[config.mk]
export PLATFORM = sky130hd
export DESIGN_NAME = spi_master
export DESIGN_NICKNAME = d
export VERILOG_FILES = /design/src/rtl/spi_master.sv
export SDC_FILE = /design/constraint.sdc
export NUM_CORES = 1
export LEC_CHECK = 0
export ABC_AREA = 1
export CELL_PAD_IN_SITES_DETAIL_PLACEMENT = 2
export CELL_PAD_IN_SITES_GLOBAL_PLACEMENT = 2
export CORE_MARGIN = 2
export CORE_UTILIZATION = 34
export CTS_CLUSTER_DIAMETER = 30
export DETAILED_ROUTE_END_ITERATION = 16
export MAX_ROUTING_LAYER = met4
export PLACE_DENSITY = 0.8
export SLEW_MARGIN = 20
export SYNTH_ARGS = -nofsm -noshare
export SYNTH_HDL_FRONTEND = slang
export SYNTH_SLANG_ARGS = --single-unit
[constraint.sdc]
create_clock -name clk -period 3.28 [get_ports clk]
set_input_delay 0.82 -clock clk [delete_from_list [all_inputs] [get_ports clk]]
set_output_delay 0.82 -clock clk [all_outputs]
set_load 0.005 [all_outputs]
[src/rtl/spi_master.sv]
// spi_master: single-byte SPI bus master, all four SPI modes, MSB first, one chip select
//
// Ports:
//   clk            system clock, all logic on the rising edge
//   rst            asynchronous reset, active-low (0 = reset)
//   start          one-cycle transfer request, accepted only in IDLE
//   miso           serial data from the slave
//   data_to_send   byte to transmit, latched when start is accepted
//   mode           {CPOL, CPHA}, latched when start is accepted
//   mosi           serial data to the slave, MSB first
//   sclk           SPI clock, idles at CPOL
//   cs_n           chip select, active-low, low only while transferring
//   done           one-cycle pulse when the transfer finishes
//   data_received  last received byte, held until the next transfer completes
module spi_master #(
    parameter int DIVIDER = 4
) (
    input  logic       clk,
    input  logic       rst,
    input  logic       start,
    input  logic       miso,
    input  logic [7:0] data_to_send,
    input  logic [1:0] mode,
    output logic       mosi,
    output logic       sclk,
    output logic       cs_n,
    output logic       done,
    output logic [7:0] data_received
);
    localparam int CW = (DIVIDER > 2) ? $clog2(DIVIDER) : 1;
    localparam logic [1:0] IDLE = 2'd0, TRANSFER = 2'd1, DONE = 2'd2;
    localparam logic [CW-1:0] DIV_LAST = CW'(DIVIDER - 1);
    logic [1:0] state, state_nx;
    logic [CW-1:0] div_cnt;
    logic [4:0] edge_cnt;
    logic [7:0] tx, rx;
    logic [1:0] mode_q;
    logic sample_edge, shift_edge;
    logic term, lead, do_sample, do_shift;
    always_ff @(posedge clk or negedge rst) begin
        if (!rst) state <= IDLE;
        else state <= state_nx;
    end
    always_comb begin
        state_nx = IDLE;
        case (state)
            IDLE:     state_nx = start ? TRANSFER : IDLE;
            TRANSFER: state_nx = (edge_cnt == 5'd16) ? DONE : TRANSFER;
            default:  state_nx = IDLE;
        endcase
    end
    always_comb begin
        cs_n = (state != TRANSFER);
        done = (state == DONE);
    end
    // edge_cnt holds the number of edges already produced, so the upcoming
    // edge is odd (leading) exactly when edge_cnt is even.
    always_comb begin
        term      = (state == TRANSFER) && (div_cnt == DIV_LAST) && (edge_cnt != 5'd16);
        lead      = ~edge_cnt[0];
        do_sample = term && (mode_q[0] ? ~lead : lead);
        // In CPHA=0 the final trailing edge must not shift, or mosi would lose tx[0].
        do_shift  = term && (mode_q[0] ? lead : (~lead && edge_cnt != 5'd15));
    end
    always_ff @(posedge clk or negedge rst) begin
        if (!rst) begin
            sclk          <= 1'b0;
            mosi          <= 1'b0;
            data_received <= 8'h00;
            div_cnt       <= '0;
            edge_cnt      <= '0;
            tx            <= 8'h00;
            rx            <= 8'h00;
            mode_q        <= 2'b00;
            sample_edge   <= 1'b0;
            shift_edge    <= 1'b0;
        end else begin
            sample_edge <= do_sample;
            shift_edge  <= do_shift;
            if (state == IDLE) begin
                sclk <= mode[1];
                if (start) begin
                    tx       <= data_to_send;
                    mode_q   <= mode;
                    div_cnt  <= '0;
                    edge_cnt <= '0;
                    if (!mode[0]) mosi <= data_to_send[7];
                end
            end
            if (state == TRANSFER) begin
                div_cnt <= (div_cnt == DIV_LAST) ? '0 : div_cnt + CW'(1);
                if (term) begin
                    sclk     <= ~sclk;
                    edge_cnt <= edge_cnt + 5'd1;
                end
                if (do_sample) rx <= {rx[6:0], miso};
                // CPHA=0 already drove tx[7] at entry, so its shifts present the next bit.
                if (do_shift) begin
                    mosi <= mode_q[0] ? tx[7] : tx[6];
                    tx   <= {tx[6:0], 1'b0};
                end
            end
            if (state == DONE) data_received <= rx;
        end
    end
endmodule

Word level (Yosys, flattened, before mapping)
Cells that the tools add are included.
W data, S select, Z words.

operators by class
  add/sub/neg operators = 2
  equal/unequal tests = 7
  reduce and logical (&&, ||, !) cells = 11
  bitwise gates (word level) = 2
  multiplexer cells = 26

operators by type and width
  operator               count
  $mux W8                4
  $mux W5                4
  $mux W1                12
  $mux W2                5
  $reduce_and A2 Y1      3
  $add A5 B1 Y5 const B  1
  $eq A5 B5 Y1 const B   1
  $logic_and A1 B1 Y1    5
  $ne A5 B4 Y1 const B   1
  $ne A5 B5 Y1 const B   1
  $eq A2 B2 Y1 const B   2
  $pmux W2 S2            1
  $reduce_bool A2 Y1     2
  $add A2 B1 Y2 const B  1
  $eq A2 B1 Y1 const B   1
  $logic_not A2 Y1       1
  $ne A2 B1 Y1 const B   1
  $not A1 Y1             2

storage, ports and cells
  word-level logic and storage cells = 57
  bits in registers = 36
  output and inout port bits = 12
  bits of input ports = 14

Longest topological paths before layout
  word-level depth = 6
  mapped depth = 10
  depth with buffers taken out = 10

Worst setup path after synthesis
OpenSTA, ideal clock, no wires.

  path kind = flip-flop to output port
  from = register state[0]
  to = output port done
  data arrival time = 0.692 ns
  cell stages (with the launch flop) = 2
  buffers on the path = 0
  path slack = 1.768 ns
  cell sequence = dfrtp_1 nor2_2

on the way
  word-level cells in the longest chain between the ends = 1

ends and longest elaborated chain
  what                      line  RTL
  start: declaration        33    logic [1:0] state, state_nx;
  start signal: assignment  42    else state <= state_nx;
  $eq A2 B2 Y1              54    done = (state == DONE);
  end: declaration          27    output logic done,

Every way passes these cells.

Final worst setup path
Same ends and word-level chain as after synthesis.

==> qor.txt <==
Status = finished clean
Yosys cell types = 28
Top delay family on crit path = buffers and inverters
CP Launch Point = state[0]
Setup crit end kind = output pin
Chip width = 76.4 µm
IO Pins = 26
R2R Setup Slk = 1.55 ns
FP Rows = 26
Antenna diodes = 0
Vert. Die Dim = 76.4 µm
Setup Crit Path Kind = reg -> out
Fin. max-slew vios = 0
Cells on Worst Hold Path = 2
Crit-path cells = nor2_2, clkdlybuf4s50_1
Synthesized flop and latch total = 36
DR iter-0 viols = 81
DR WL/cell = 14.6 µm
Worst Path Required = 2.46 ns
Post-synthesis sequential area ratio = 0.505
Max incr delay on CP = 0.59 ns
Part of the cycle the worst path needs = 0.774
Fillers = 603
Worst r2r path cells = 9
Top FF cell, synth = dfrtp_1
Post_cts resized = 0
Fin util = 0.433
Yosys top cell by area = dfrtp_1
R2R Path End = tx[0]
Core area = 0.00507 mm²
Largest cells by area after synthesis = dfrtp_1, nand2_1, nand3_1
Unrepaired setup endpoints after global routing = no
Power per cell area = 402 mW/mm²
Final net count = 258
Worst vdd ir = 0.155 mV
Vias after detailed routing = 1490
Post-Synthesis Cells = 211
Antenna viol nets, final = 0
Port bufs = 25
P_leak = 0.00110 µW
TritonCTS clock tree = yes
TNS Setup = 0 ns
Register area = 901 µm²
Period minus WS final = 2.54 ns
Top-count cell post-synth = nand2_1
WHS = 0.475 ns
Largest net degree at the start of global routing = 37
DRC violations left = 0
Area occupied by multi-input gates = 769 µm²
HP Class = reg -> reg
Synthesis-to-finish area growth = 23.4%
Worst-case clock skew = 0.00420 ns
Clk_lat worst skew = 0.29 ns
Longest Clk Path Bufs = 2
Worst hold start = data_received[2]
Maximum clock frequency = 0.394 GHz
# Max-Cap Violations = 0
Final hold violations = 0
Synth warn = 0
Buf/Inv on CP = 1
Place WS = 0.755 ns
Synth Net Count = 229
Commonest cells post-synth = nand2_1, dfrtp_1, nand3_1, inv_1
Initial core utilization = 0.351
Initial antenna violation count = 0
Setup violations, final = 0
Synth Area per Inst = 8.45 µm²
Number of synthesized flops with an enable pin = 0
Vias per inst = 4.79
RR Startpoint = edge_cnt[0]
WL final = 4560 µm
Area fraction of the dominant cell type after synthesis = 0.505
Gpl congestion = 0.727
Sink Count = 36
CTS buffer count = 5
Relative slew slack = 0.631
Grt total ovfl = 0
Die area = 0.00584 mm²
Root buffer cell = clkbuf_8
Number of global-route vias before repair = 1593
Layout cells sized above 1 = 0.116
Postcts setup bufs = 0
Crit path max fanout = 10
Detailed placement HPWL = 3250 µm
H-tree depth = 2
Highest-delay cell along the critical path = clkdlybuf4s50_1
Pre-antenna DRT Iters = 4
Crit path launch type = register
Asr flop ratio synth = 1.00
First-pass GRT wire length = 8250 µm
Reg clk slew, reported paths = 0.08 ns
Slew @ Worst Pin = 0.551 ns
Min-Delay Endpoint = data_received[2]
Worst Path Arrival = 1.72 ns
Hold-fix buffers, CTS = 0
Gr usage total = 0.184
Cell area after synthesis = 0.00178 mm²
Slack of the critical path = 0.742 ns
==> metrics by stage <==
step / power, µW / cells / cell area [µm²]
after floorplan: 465 / 211 / 1780
final: 885 / 311 / 2200
after detailed placement: 495 / 303 / 2090
after global routing: 916 / 311 / 2200
after CTS: 895 / 311 / 2200
after global placement: 493 / 303 / 2090
==> registers in the layout, summed over array words and instances, names as in the netlist <==
signal / count
data_received: 8
rx: 8
tx: 8
edge_cnt: 5
div_cnt: 2
state: 2
mode_q: 1
mosi: 1
sclk: 1
==> where the power goes <==
group	switching (µW)	total, µW	internal, µW
Sequential	3.78	452	448
Combinational	16.3	32.8	16.5
Clock	176	401	225
Total	196	885	689
==> cell families (layout without fill, tap and decap cells) <==
logic type / count (synthesis) / after routing / synth area share
XOR/XNOR: 1 / 1 / 0.00491
AND/OR/NAND/NOR: 140 / 140 / 0.371
AO/OA/AOI/OAI: 9 / 9 / 0.0281
adder cells (fa/ha/maj): 4 / 4 / 0.0281
buffers and inverters: 21 / 51 / 0.0632
flip-flops: 36 / 36 / 0.505
==> area by class of cell <==
| class | count | area share |
|---|---|---|
| flip-flops and latches | 36 | 0.410 |
| inverters | 16 | 0.0296 |
| well taps | 70 | 0.0398 |
| clock inverters | 3 | 0.0193 |
| multi-input cells | 154 | 0.350 |
| clock buffers | 5 | 0.0313 |
| repair buffers | 27 | 0.121 |
==> worst reg2reg max path: cells and delay by family (launching register included) <==
family / cells / cell delay [ns]
buf+inv: 1 / 0.08
simple gates: 6 / 0.66
flops: 1 / 0.46
fa+ha+maj: 2 / 0.42
==> how the worst max path moves through the flow <==
stage | endpoint | slack (ns) | cells after the start
after floorplan | done | 1.77 | 1
after global placement | tx[0] | 0.83 | 5
after detailed placement | tx[7] | 0.76 | 5
after CTS | done | 0.72 | 2
after global routing | done | 0.63 | 3
final | done | 0.74 | 2
==> routing by layer <==
layer  vias up  track usage  part of all wire
met1       735        0.227              0.44
met3         6       0.0344             0.025
met2        23        0.308              0.52
li1        726            -                 -
met5         -            -                 0
met4         0       0.0527             0.012
==> layout by cell type (no fill, tap or decap), drive strengths merged <==
master,synthesis,final
a21boi,1,1
and2,1,1
o31ai,1,1
clkinvlp,0,1
inv,16,16
nand3,35,35
clkinv,0,1
buf,4,2
clkbuf,1,5
nand4,1,1
xor2,1,1
dfrtp,36,36
bufinv,0,1
or2,1,1
nand2,93,93
ha,4,4
clkdlybuf4s50,0,25
nor2,9,9
o21ai,7,7
(Power assumes the default switching activity.)
